### config.mk
export PLATFORM = sky130hd
export DESIGN_NAME = ghost_mode_scheduler_flat
export DESIGN_NICKNAME = d
export VERILOG_FILES = /design/src/rtl/ghost_mode_scheduler_if.sv /design/src/rtl/ghost_mode_scheduler.sv /design/src/flat_wrapper.sv
export SDC_FILE = /design/constraint.sdc
export NUM_CORES = 1
export LEC_CHECK = 0
export CAP_MARGIN = 20
export CORE_ASPECT_RATIO = 2
export CORE_MARGIN = 2
export CORE_UTILIZATION = 34
export DETAILED_ROUTE_END_ITERATION = 8
export SLEW_MARGIN = 10
export SYNTH_ARGS = -nofsm -noshare
export SYNTH_HDL_FRONTEND = slang
export SYNTH_SLANG_ARGS = --single-unit
### constraint.sdc
create_clock -name clk -period 5.9 [get_ports clk]
set_clock_uncertainty 0.2 [all_clocks]
set_input_delay 1.77 -clock clk [delete_from_list [all_inputs] [get_ports clk]]
set_output_delay 1.77 -clock clk [all_outputs]
set_load 0.01 [all_outputs]
### src/rtl/ghost_mode_scheduler_if.sv
// Signal bundle between the game controller / monster logic and ghost_mode_scheduler.
// master = controller side (drives events), slave = scheduler side (drives mode outputs).
interface ghost_mode_scheduler_if;
    logic       playGame;
    logic       frameTick;
    logic       levelRestart;
    logic       powerPellet;
    logic       ghostEaten;
    logic [1:0] mode;
    logic       reverseDir;
    logic       frightFlash;
    logic [1:0] eatStreak;

    modport master (
        output playGame, frameTick, levelRestart, powerPellet, ghostEaten,
        input  mode, reverseDir, frightFlash, eatStreak
    );

    modport slave (
        input  playGame, frameTick, levelRestart, powerPellet, ghostEaten,
        output mode, reverseDir, frightFlash, eatStreak
    );
endinterface

### src/rtl/ghost_mode_scheduler.sv
// Ghost behaviour-mode sequencer: scatter/chase timetable, frightened episodes, eat streak.
// Optional end-of-fright flashing is built only when FRIGHT_FLASH_EN is defined.
module ghost_mode_scheduler #(
    parameter int unsigned SEC_TICKS    = 60,
    parameter int unsigned FRIGHT_SEC   = 6,
    parameter int unsigned FLASH_SEC    = 2,
    parameter int unsigned FLASH_FRAMES = 10
) (
    input  logic                   clk,
    input  logic                   resetN,
    ghost_mode_scheduler_if.slave  sched_if
);
    localparam int unsigned FW = (SEC_TICKS  > 1) ? $clog2(SEC_TICKS)  : 1;
    localparam int unsigned SW = 5;
    localparam int unsigned QW = (FRIGHT_SEC > 1) ? $clog2(FRIGHT_SEC) : 1;

    localparam logic [FW-1:0] FR_LAST = FW'(SEC_TICKS - 1);
    localparam logic [QW-1:0] FS_LAST = QW'(FRIGHT_SEC - 1);

    typedef enum logic [1:0] {
        IDLE    = 2'b00,
        SCATTER = 2'b01,
        CHASE   = 2'b10,
        FRIGHT  = 2'b11
    } state_t;

    state_t        st_q, st_d;
    logic [2:0]    phase_q, phase_d;
    logic [FW-1:0] sfr_q, sfr_d;
    logic [SW-1:0] ssec_q, ssec_d;
    logic [FW-1:0] ffr_q, ffr_d;
    logic [QW-1:0] fsec_q, fsec_d;
    logic [1:0]    streak_q, streak_d;
    logic          rev_q, rev_d;
    logic          rev_req;
    logic          fr_tick;
    logic          fr_clear;

    function automatic logic [SW-1:0] phase_last_sec(input logic [2:0] p);
        case (p)
            3'd0, 3'd2:       phase_last_sec = 5'd6;
            3'd1, 3'd3, 3'd5: phase_last_sec = 5'd19;
            3'd4, 3'd6:       phase_last_sec = 5'd4;
            default:          phase_last_sec = 5'd0;
        endcase
    endfunction

    always_ff @(posedge clk or negedge resetN) begin
        if (!resetN) begin
            st_q     <= IDLE;
            phase_q  <= '0;
            sfr_q    <= '0;
            ssec_q   <= '0;
            ffr_q    <= '0;
            fsec_q   <= '0;
            streak_q <= '0;
            rev_q    <= 1'b0;
        end else begin
            st_q     <= st_d;
            phase_q  <= phase_d;
            sfr_q    <= sfr_d;
            ssec_q   <= ssec_d;
            ffr_q    <= ffr_d;
            fsec_q   <= fsec_d;
            streak_q <= streak_d;
            rev_q    <= rev_d;
        end
    end

    always_comb begin
        st_d     = st_q;
        phase_d  = phase_q;
        sfr_d    = sfr_q;
        ssec_d   = ssec_q;
        ffr_d    = ffr_q;
        fsec_d   = fsec_q;
        streak_d = streak_q;
        rev_req  = 1'b0;
        fr_tick  = 1'b0;
        fr_clear = 1'b0;

        if (!sched_if.playGame) begin
            st_d     = IDLE;
            phase_d  = '0;
            sfr_d    = '0;
            ssec_d   = '0;
            ffr_d    = '0;
            fsec_d   = '0;
            streak_d = '0;
            fr_clear = 1'b1;
        end else begin
            case (st_q)
                IDLE: begin
                    st_d    = SCATTER;
                    phase_d = '0;
                    sfr_d   = '0;
                    ssec_d  = '0;
                end
                default: begin
                    if (sched_if.levelRestart) begin
                        st_d     = SCATTER;
                        phase_d  = '0;
                        sfr_d    = '0;
                        ssec_d   = '0;
                        ffr_d    = '0;
                        fsec_d   = '0;
                        streak_d = '0;
                        fr_clear = 1'b1;
                    end else if (sched_if.powerPellet) begin
                        // The coincident frameTick is dropped so the schedule stays frozen exactly here.
                        st_d     = FRIGHT;
                        ffr_d    = '0;
                        fsec_d   = '0;
                        streak_d = '0;
                        fr_clear = 1'b1;
                        rev_req  = (st_q != FRIGHT);
                    end else if (st_q == FRIGHT) begin
                        if (sched_if.ghostEaten && streak_q != 2'd3)
                            streak_d = streak_q + 2'd1;
                        if (sched_if.frameTick) begin
                            if (ffr_q == FR_LAST) begin
                                ffr_d = '0;
                                if (fsec_q == FS_LAST) begin
                                    fsec_d   = '0;
                                    st_d     = phase_q[0] ? CHASE : SCATTER;
                                    fr_clear = 1'b1;
                                end else begin
                                    fsec_d  = fsec_q + 1'b1;
                                    fr_tick = 1'b1;
                                end
                            end else begin
                                ffr_d   = ffr_q + 1'b1;
                                fr_tick = 1'b1;
                            end
                        end
                    end else if (sched_if.frameTick && phase_q != 3'd7) begin
                        if (sfr_q == FR_LAST) begin
                            sfr_d = '0;
                            if (ssec_q == phase_last_sec(phase_q)) begin
                                ssec_d  = '0;
                                phase_d = phase_q + 3'd1;
                                st_d    = (st_q == SCATTER) ? CHASE : SCATTER;
                                rev_req = 1'b1;
                            end else begin
                                ssec_d = ssec_q + 1'b1;
                            end
                        end else begin
                            sfr_d = sfr_q + 1'b1;
                        end
                    end
                end
            endcase
        end

        // Back-to-back requests (expiry then pellet) collapse to a single pulse.
        rev_d = rev_req & ~rev_q;
    end

`ifdef FRIGHT_FLASH_EN
    localparam int unsigned   LW       = (FLASH_FRAMES > 1) ? $clog2(FLASH_FRAMES) : 1;
    localparam logic [LW-1:0] FL_LAST  = LW'(FLASH_FRAMES - 1);
    localparam logic [QW-1:0] FS_FLASH = QW'(FRIGHT_SEC - FLASH_SEC);

    logic          flash_q, flash_d;
    logic [LW-1:0] flfr_q, flfr_d;

    always_comb begin
        flash_d = flash_q;
        flfr_d  = flfr_q;
        if (st_d != FRIGHT || fr_clear) begin
            flash_d = 1'b0;
            flfr_d  = '0;
        end else if (fr_tick) begin
            if (fsec_q >= FS_FLASH) begin
                if (flfr_q == FL_LAST) begin
                    flfr_d  = '0;
                    flash_d = ~flash_q;
                end else begin
                    flfr_d = flfr_q + 1'b1;
                end
            end else if (fsec_d == FS_FLASH) begin
                flash_d = 1'b1;
                flfr_d  = '0;
            end
        end
    end

    always_ff @(posedge clk or negedge resetN) begin
        if (!resetN) begin
            flash_q <= 1'b0;
            flfr_q  <= '0;
        end else begin
            flash_q <= flash_d;
            flfr_q  <= flfr_d;
        end
    end

    assign sched_if.frightFlash = flash_q;
`else
    localparam int unsigned FLASH_CFG_UNUSED = FLASH_SEC + FLASH_FRAMES;
    logic flash_unused;
    assign flash_unused         = fr_tick | fr_clear;
    assign sched_if.frightFlash = 1'b0;
`endif

    assign sched_if.mode       = st_q;
    assign sched_if.reverseDir = rev_q;
    assign sched_if.eatStreak  = streak_q;
endmodule

### src/flat_wrapper.sv
// flat-port wrapper written by rule: the top's interface ports become plain ports
module ghost_mode_scheduler_flat 
#(
    parameter int unsigned SEC_TICKS    = 60,
    parameter int unsigned FRIGHT_SEC   = 6,
    parameter int unsigned FLASH_SEC    = 2,
    parameter int unsigned FLASH_FRAMES = 10
)
  (clk, resetN, sched_if_playGame, sched_if_frameTick, sched_if_levelRestart, sched_if_powerPellet, sched_if_ghostEaten, sched_if_mode, sched_if_reverseDir, sched_if_frightFlash, sched_if_eatStreak);
  ghost_mode_scheduler_if sched_if_i ();
  input  logic clk;
  input  logic resetN;
  input wire logic [$bits(sched_if_i.playGame)-1:0] sched_if_playGame;
  input wire logic [$bits(sched_if_i.frameTick)-1:0] sched_if_frameTick;
  input wire logic [$bits(sched_if_i.levelRestart)-1:0] sched_if_levelRestart;
  input wire logic [$bits(sched_if_i.powerPellet)-1:0] sched_if_powerPellet;
  input wire logic [$bits(sched_if_i.ghostEaten)-1:0] sched_if_ghostEaten;
  output wire logic [$bits(sched_if_i.mode)-1:0] sched_if_mode;
  output wire logic [$bits(sched_if_i.reverseDir)-1:0] sched_if_reverseDir;
  output wire logic [$bits(sched_if_i.frightFlash)-1:0] sched_if_frightFlash;
  output wire logic [$bits(sched_if_i.eatStreak)-1:0] sched_if_eatStreak;
  assign sched_if_i.playGame = sched_if_playGame;
  assign sched_if_i.frameTick = sched_if_frameTick;
  assign sched_if_i.levelRestart = sched_if_levelRestart;
  assign sched_if_i.powerPellet = sched_if_powerPellet;
  assign sched_if_i.ghostEaten = sched_if_ghostEaten;
  assign sched_if_mode = sched_if_i.mode;
  assign sched_if_reverseDir = sched_if_i.reverseDir;
  assign sched_if_frightFlash = sched_if_i.frightFlash;
  assign sched_if_eatStreak = sched_if_i.eatStreak;
  ghost_mode_scheduler #(.SEC_TICKS(SEC_TICKS), .FRIGHT_SEC(FRIGHT_SEC), .FLASH_SEC(FLASH_SEC), .FLASH_FRAMES(FLASH_FRAMES)) u_core (.clk(clk), .resetN(resetN), .sched_if(sched_if_i));
endmodule
== Word level (Yosys, flattened, before mapping) ==
Index checks and enable logic that the tools add are counted.

* Flip-flop bits (word level): 28
* Bits of input ports: 7
* Word-level logic and storage cells: 134
* Output and inout bits: 6

* Reduce and logical (&&, ||, !) cells: 14
* Muxes and demuxes: 73
* Add/subtract/negate cells: 6
* Eq/ne operators: 31
* Bitwise gates (word level): 2

{| class="wikitable"
|+ Operators with widths
! cell !! number
|-
| 2-to-1 mux 6 bit || 14
|-
| 2-to-1 mux 5 bit || 15
|-
| 2-to-1 mux 3 bit || 16
|-
| 2-to-1 mux 2 bit || 19
|-
| != test 4 x 1 -> 1 bit, second input constant || 7
|-
| != test 6 x 1 -> 1 bit, second input constant || 3
|-
| != test 6 bit, second input constant || 3
|-
| one-hot mux 5 bit (3 select lines) || 1
|-
| adder 6 x 1 -> 6 bit, second input constant || 2
|-
| equality test 3 bit, second input constant || 4
|-
| equality test 6 bit, second input constant || 2
|-
| AND reduction 3 bit || 3
|-
| 2-to-1 mux 1 bit || 8
|-
| AND reduction 4 bit || 2
|-
| adder 3 x 1 -> 3 bit, second input constant || 2
|-
| equality test 3 x 2 -> 1 bit, second input constant || 2
|-
| != test 2 bit, second input constant || 3
|-
| AND reduction 6 bit || 1
|-
| adder 5 x 1 -> 5 bit, second input constant || 1
|-
| equality test 5 bit || 1
|-
| AND reduction 5 bit || 1
|-
| != test 4 x 3 -> 1 bit, second input constant || 1
|-
| != test 4 bit, second input constant || 1
|-
| OR reduction 2 bit || 2
|-
| 11 further kinds || 12
|}

== Depth between registers and ports, before layout ==
* Depth in word-level cells: 20
* Mapped depth: 7
* Depth with buffers taken out: 7

== Worst setup path after synthesis ==
OpenSTA, ideal clock, no wires.

* Path type: input port to flip-flop
* Start: input sched_if_powerPellet
* End: register u_core.phase_q[0]
* Path slack: 2.643 ns
* Required time: 5.565 ns
* Data arrival time: 2.922 ns
* Buffers on the path: 0
* Stages on the path: 5
* Setup time: 0.135 ns
* Cells stage by stage: or3b_1 > nor4_2 > nand3_1 > xnor2_1 > nor2_1

* Cells in the longest elaborated chain, start to end: 2

{| class="wikitable"
|+ RTL lines
! item !! RTL line !! text
|-
| from (decl) || flat_wrapper.sv:16 || <nowiki>input wire logic [$bits(sched_if_i.powerPellet)-1:0] sched_if_powerPellet;</nowiki>
|-
| != test 4 x 3 -> 1 bit (no line) || n/a ||
|-
| AND reduction 5 bit (no line) || n/a ||
|-
| to (signal assigned) || ghost_mode_scheduler.sv:60 || <nowiki>phase_q <= phase_d;</nowiki>
|-
| to (decl) || ghost_mode_scheduler.sv:28 || <nowiki>logic [2:0] phase_q, phase_d;</nowiki>
|}

Every way passes these cells.
A chain may end at the register's enable or synchronous reset.

== Worst setup path after layout ==
Same ends and word-level chain as after synthesis.

==> impl_metrics.py <==
metrics = {
    "pwr": {
        "internal-power_uw": 258,
        "clkPwrFrac_pct": 29.9,
        "comb_power_share_pct": 12.3,
        "p_leak_uw": 0.000795,
        "seqPwrFrac_pct": 57.8,
        "ir_drop_v": 0.000129,
        "p_sw_share_pct": 25.8,
        "power_switching_uw": 89.7,
        "powerDensity_mw_per_mm2": 181,
    },
    "global_route": {
        "antenna_found_initial": 0,
        "grt_pass1_wl_mm": 6.49,
        "grt_start_max_net_pins": 29,
        "grt_pass1_vias": 1339,
        "grtUsageTotal_pct": 15.1,
        "overflow": 0,
    },
    "final_layout": {
        "area_delta_synth_final_pct": 12.6,
        "fin_util_pct": 39.5,
        "layout_commonest_cell": "dfrtp_1",
        "final_cell_mix": "28 x dfrtp_1, 21 x nor2_1, 14 x o21ai_0",
        "fin_nets": 205,
        "n_antenna_cell": 0,
        "final_area_mm2": 0.00192,
        "drive_above_1_share_pct": 8.06,
    },
    "worst_setup_path": {
        "worstPathCellList": "clkdlybuf4s50_1, or3b_1, nor4_2, nand3_1, xnor2_1, nor2_1",
        "cp_top_family": "simple AND/OR/NAND/NOR gates",
        "worstRegToRegCells": 6,
        "crit_start": "sched_if_powerPellet",
        "cp_max_fo": 8,
        "slowest_delay_ps": 540,
        "r2r_slack_ps": 3120,
        "reg2reg_to": "u_core.sched_if.reverseDir",
        "crit_type": "primary input to register",
        "rr_startpoint": "u_core.phase_q[0]",
        "critPathArrivalTime_ps": 3740,
        "critPathLaunchType": "primary input",
        "path_buf_inv": 1,
        "cp.required_ps": 5860,
        "slowest_stage": "clkdlybuf4s50_1",
        "end_kind": "register",
    },
    "clocking": {
        "cts_resized": 0,
        "cts_tree": "done",
        "cts_hold_buf": 0,
        "cts_root_buf": "clkbuf_8",
        "clk_latency_ps": 270,
        "cts_sinks": 28,
        "cts_buffers": 3,
        "htreeDepth": 1,
        "clkTransAtPathRegs_ps": 90,
        "cts.path.max_buffers": 2,
        "post_cts_buffers": 0,
    },
    "synth": {
        "yosysWarnings": 0,
        "synth_area_mm2": 0.00170,
        "synth.distinct_cells": 48,
        "async_reset_ff_share_pct": 100,
        "syn_nets": 191,
        "synth_seq_area_share_pct": 41.1,
        "synth_edf_count": 0,
        "ys_ff_latch": 28,
        "synth_flop_cell": "dfrtp_1",
        "syn_inst": 174,
        "avgSynthCellArea_um2": 9.79,
    },
    "hold_path": {
        "hold_depth": 1,
        "hold_start": "u_core.sched_if.reverseDir",
        "min_path_type": "register to register",
        "worstHoldEndpoint": "u_core.sched_if.reverseDir",
    },
    "timing": {
        "finalCriticalPeriod_ps": 3780,
        "hold_viol": 0,
        "setup_ws_ps": 2120,
        "fmax_ghz": 0.264,
        "fin_tns_setup_ps": 0,
        "slew_viol_final": 0,
        "rsz0062_at_grt": "false",
        "setup_violations": 0,
        "period_share_pct": 64.1,
    },
    "routing": {
        "drt_iter0_markers": 26,
        "wirelength_mm": 3.89,
        "detailedRoute.firstPassIterationCount": 4,
        "antenna_left": 0,
        "wl_per_cell_um": 16.0,
        "avgViaCountPerCell": 5.60,
        "vias": 1362,
        "drc": 0,
    },
    "floorplanning": {
        "coreArea_mm2": 0.00486,
        "die_area_mm2": 0.00563,
        "die-height_um": 104,
        "die_w_um": 54.1,
        "ioPinCount": 13,
        "rows": 36,
        "start_util_pct": 35.0,
    },
    "placed_design": {
        "dpl-instance-area_mm2": 0.00188,
        "post-place-ws_ps": 1810,
        "gp_congestion": 0.817,
        "hpwl_mm": 2.96,
        "port_buffers": 11,
    },
    "job": {
        "maxCapViolations": 0,
    },
    "run_status": {
        "outcome": "finished clean",
    },
}
[logic make-up after synthesis]
kind of cell / count (synthesis) / synth area share, %
mux: 2 / 1.17
flops: 28 / 41.1
simple gates: 68 / 22.1
buf+inv: 12 / 2.86
other cells: 1 / 0.220
compound gates: 42 / 19.5
fa+ha+maj: 10 / 7.34
xor+xnor: 11 / 5.65
[cells in the mapped netlist (2+ instances only)]
cell	n	area share, %
or3b_2	2	1.0
ha_1	10	7.3
nor2_1	21	4.6
nand2_1	9	2.0
o31ai_1	2	0.88
nand3_1	9	2.6
o2111ai_1	4	2.1
dfrtp_1	28	41
xnor2_1	3	1.5
a2bb2oi_1	2	1.0
or3_1	3	1.1
nand2b_1	3	1.1
clkbuf_1	2	0.44
nand4_1	3	1.1
and4_1	2	1.0
nor2b_1	3	1.1
o221ai_1	2	1.0
o21a_1	2	0.88
o2bb2ai_1	2	1.0
o21ai_0	14	4.1
mux2i_1	2	1.2
nor3_1	2	0.59
inv_1	9	2.0
and3_1	3	1.1
o22ai_1	2	0.73
xor2_1	8	4.1
[worst reg2reg max path, stage by stage, from the launching register on]
cell,delay (ps)
dfrtp_1,450
ha_1,260
ha_1,230
or4_4,560
a221oi_4,390
nand4_4,190
a2111oi_4,400
[stage by stage]
stage	std cells	power, uW	hold slack (ps)
3_5_place_dp	240	248	291
3_3_place_gp	240	248	256
4_1_cts	243	351	306
2_1_floorplan	174	228	282
5_1_grt	243	364	320
6_report	243	348	310
[state kept, by name (all words and copies together), names as in the netlist]
| name | cells |
|---|---|
| u_core.phase_q | 3 |
| u_core.ffr_q | 6 |
| u_core.fsec_q | 3 |
| u_core.sched_if.mode | 2 |
| u_core.sched_if.reverseDir | 1 |
| u_core.ssec_q | 5 |
| u_core.sched_if.eatStreak | 2 |
| u_core.sfr_q | 6 |
[power by group through the flow]
stage / clock network [uW] / registers [uW] / logic, uW
floorplan: 0 / 203 / 24.8
global placement: 0 / 205 / 43.0
detailed placement: 0 / 205 / 43.0
CTS: 106 / 201 / 43.2
global route: 113 / 202 / 48.4
finish: 104 / 201 / 42.8
[area by class of cell]
class | count | area (um2)
clock buffer | 3 | 41.3
fill | 488 | 2950
inverter | 9 | 33.8
multi-input combinational | 134 | 955
sequential | 28 | 701
tap | 57 | 71.3
timing repair buffer | 12 | 118
[worst max-delay path by stage]
| stage | endpoint | cells past startpoint |
|---|---|---|
| final | u_core.phase_q[0] | 6 |
| after global routing | u_core.phase_q[1] | 6 |
| after CTS | u_core.phase_q[0] | 6 |
| after detailed placement | u_core.ssec_q[2] | 6 |
| after global placement | u_core.ssec_q[2] | 6 |
| after floorplan | u_core.phase_q[0] | 5 |
[layer usage]
layer	up-vias	wire length (um)	share of wire, %	global-route usage (%)
li1	660	-	-	-
met1	666	1480	38	17.2
met2	28	2240	58	27.3
met3	8	85	2.2	1.72
met4	0	70	1.8	5.00
met5	-	0	0	0
(Power assumes the default switching activity.)
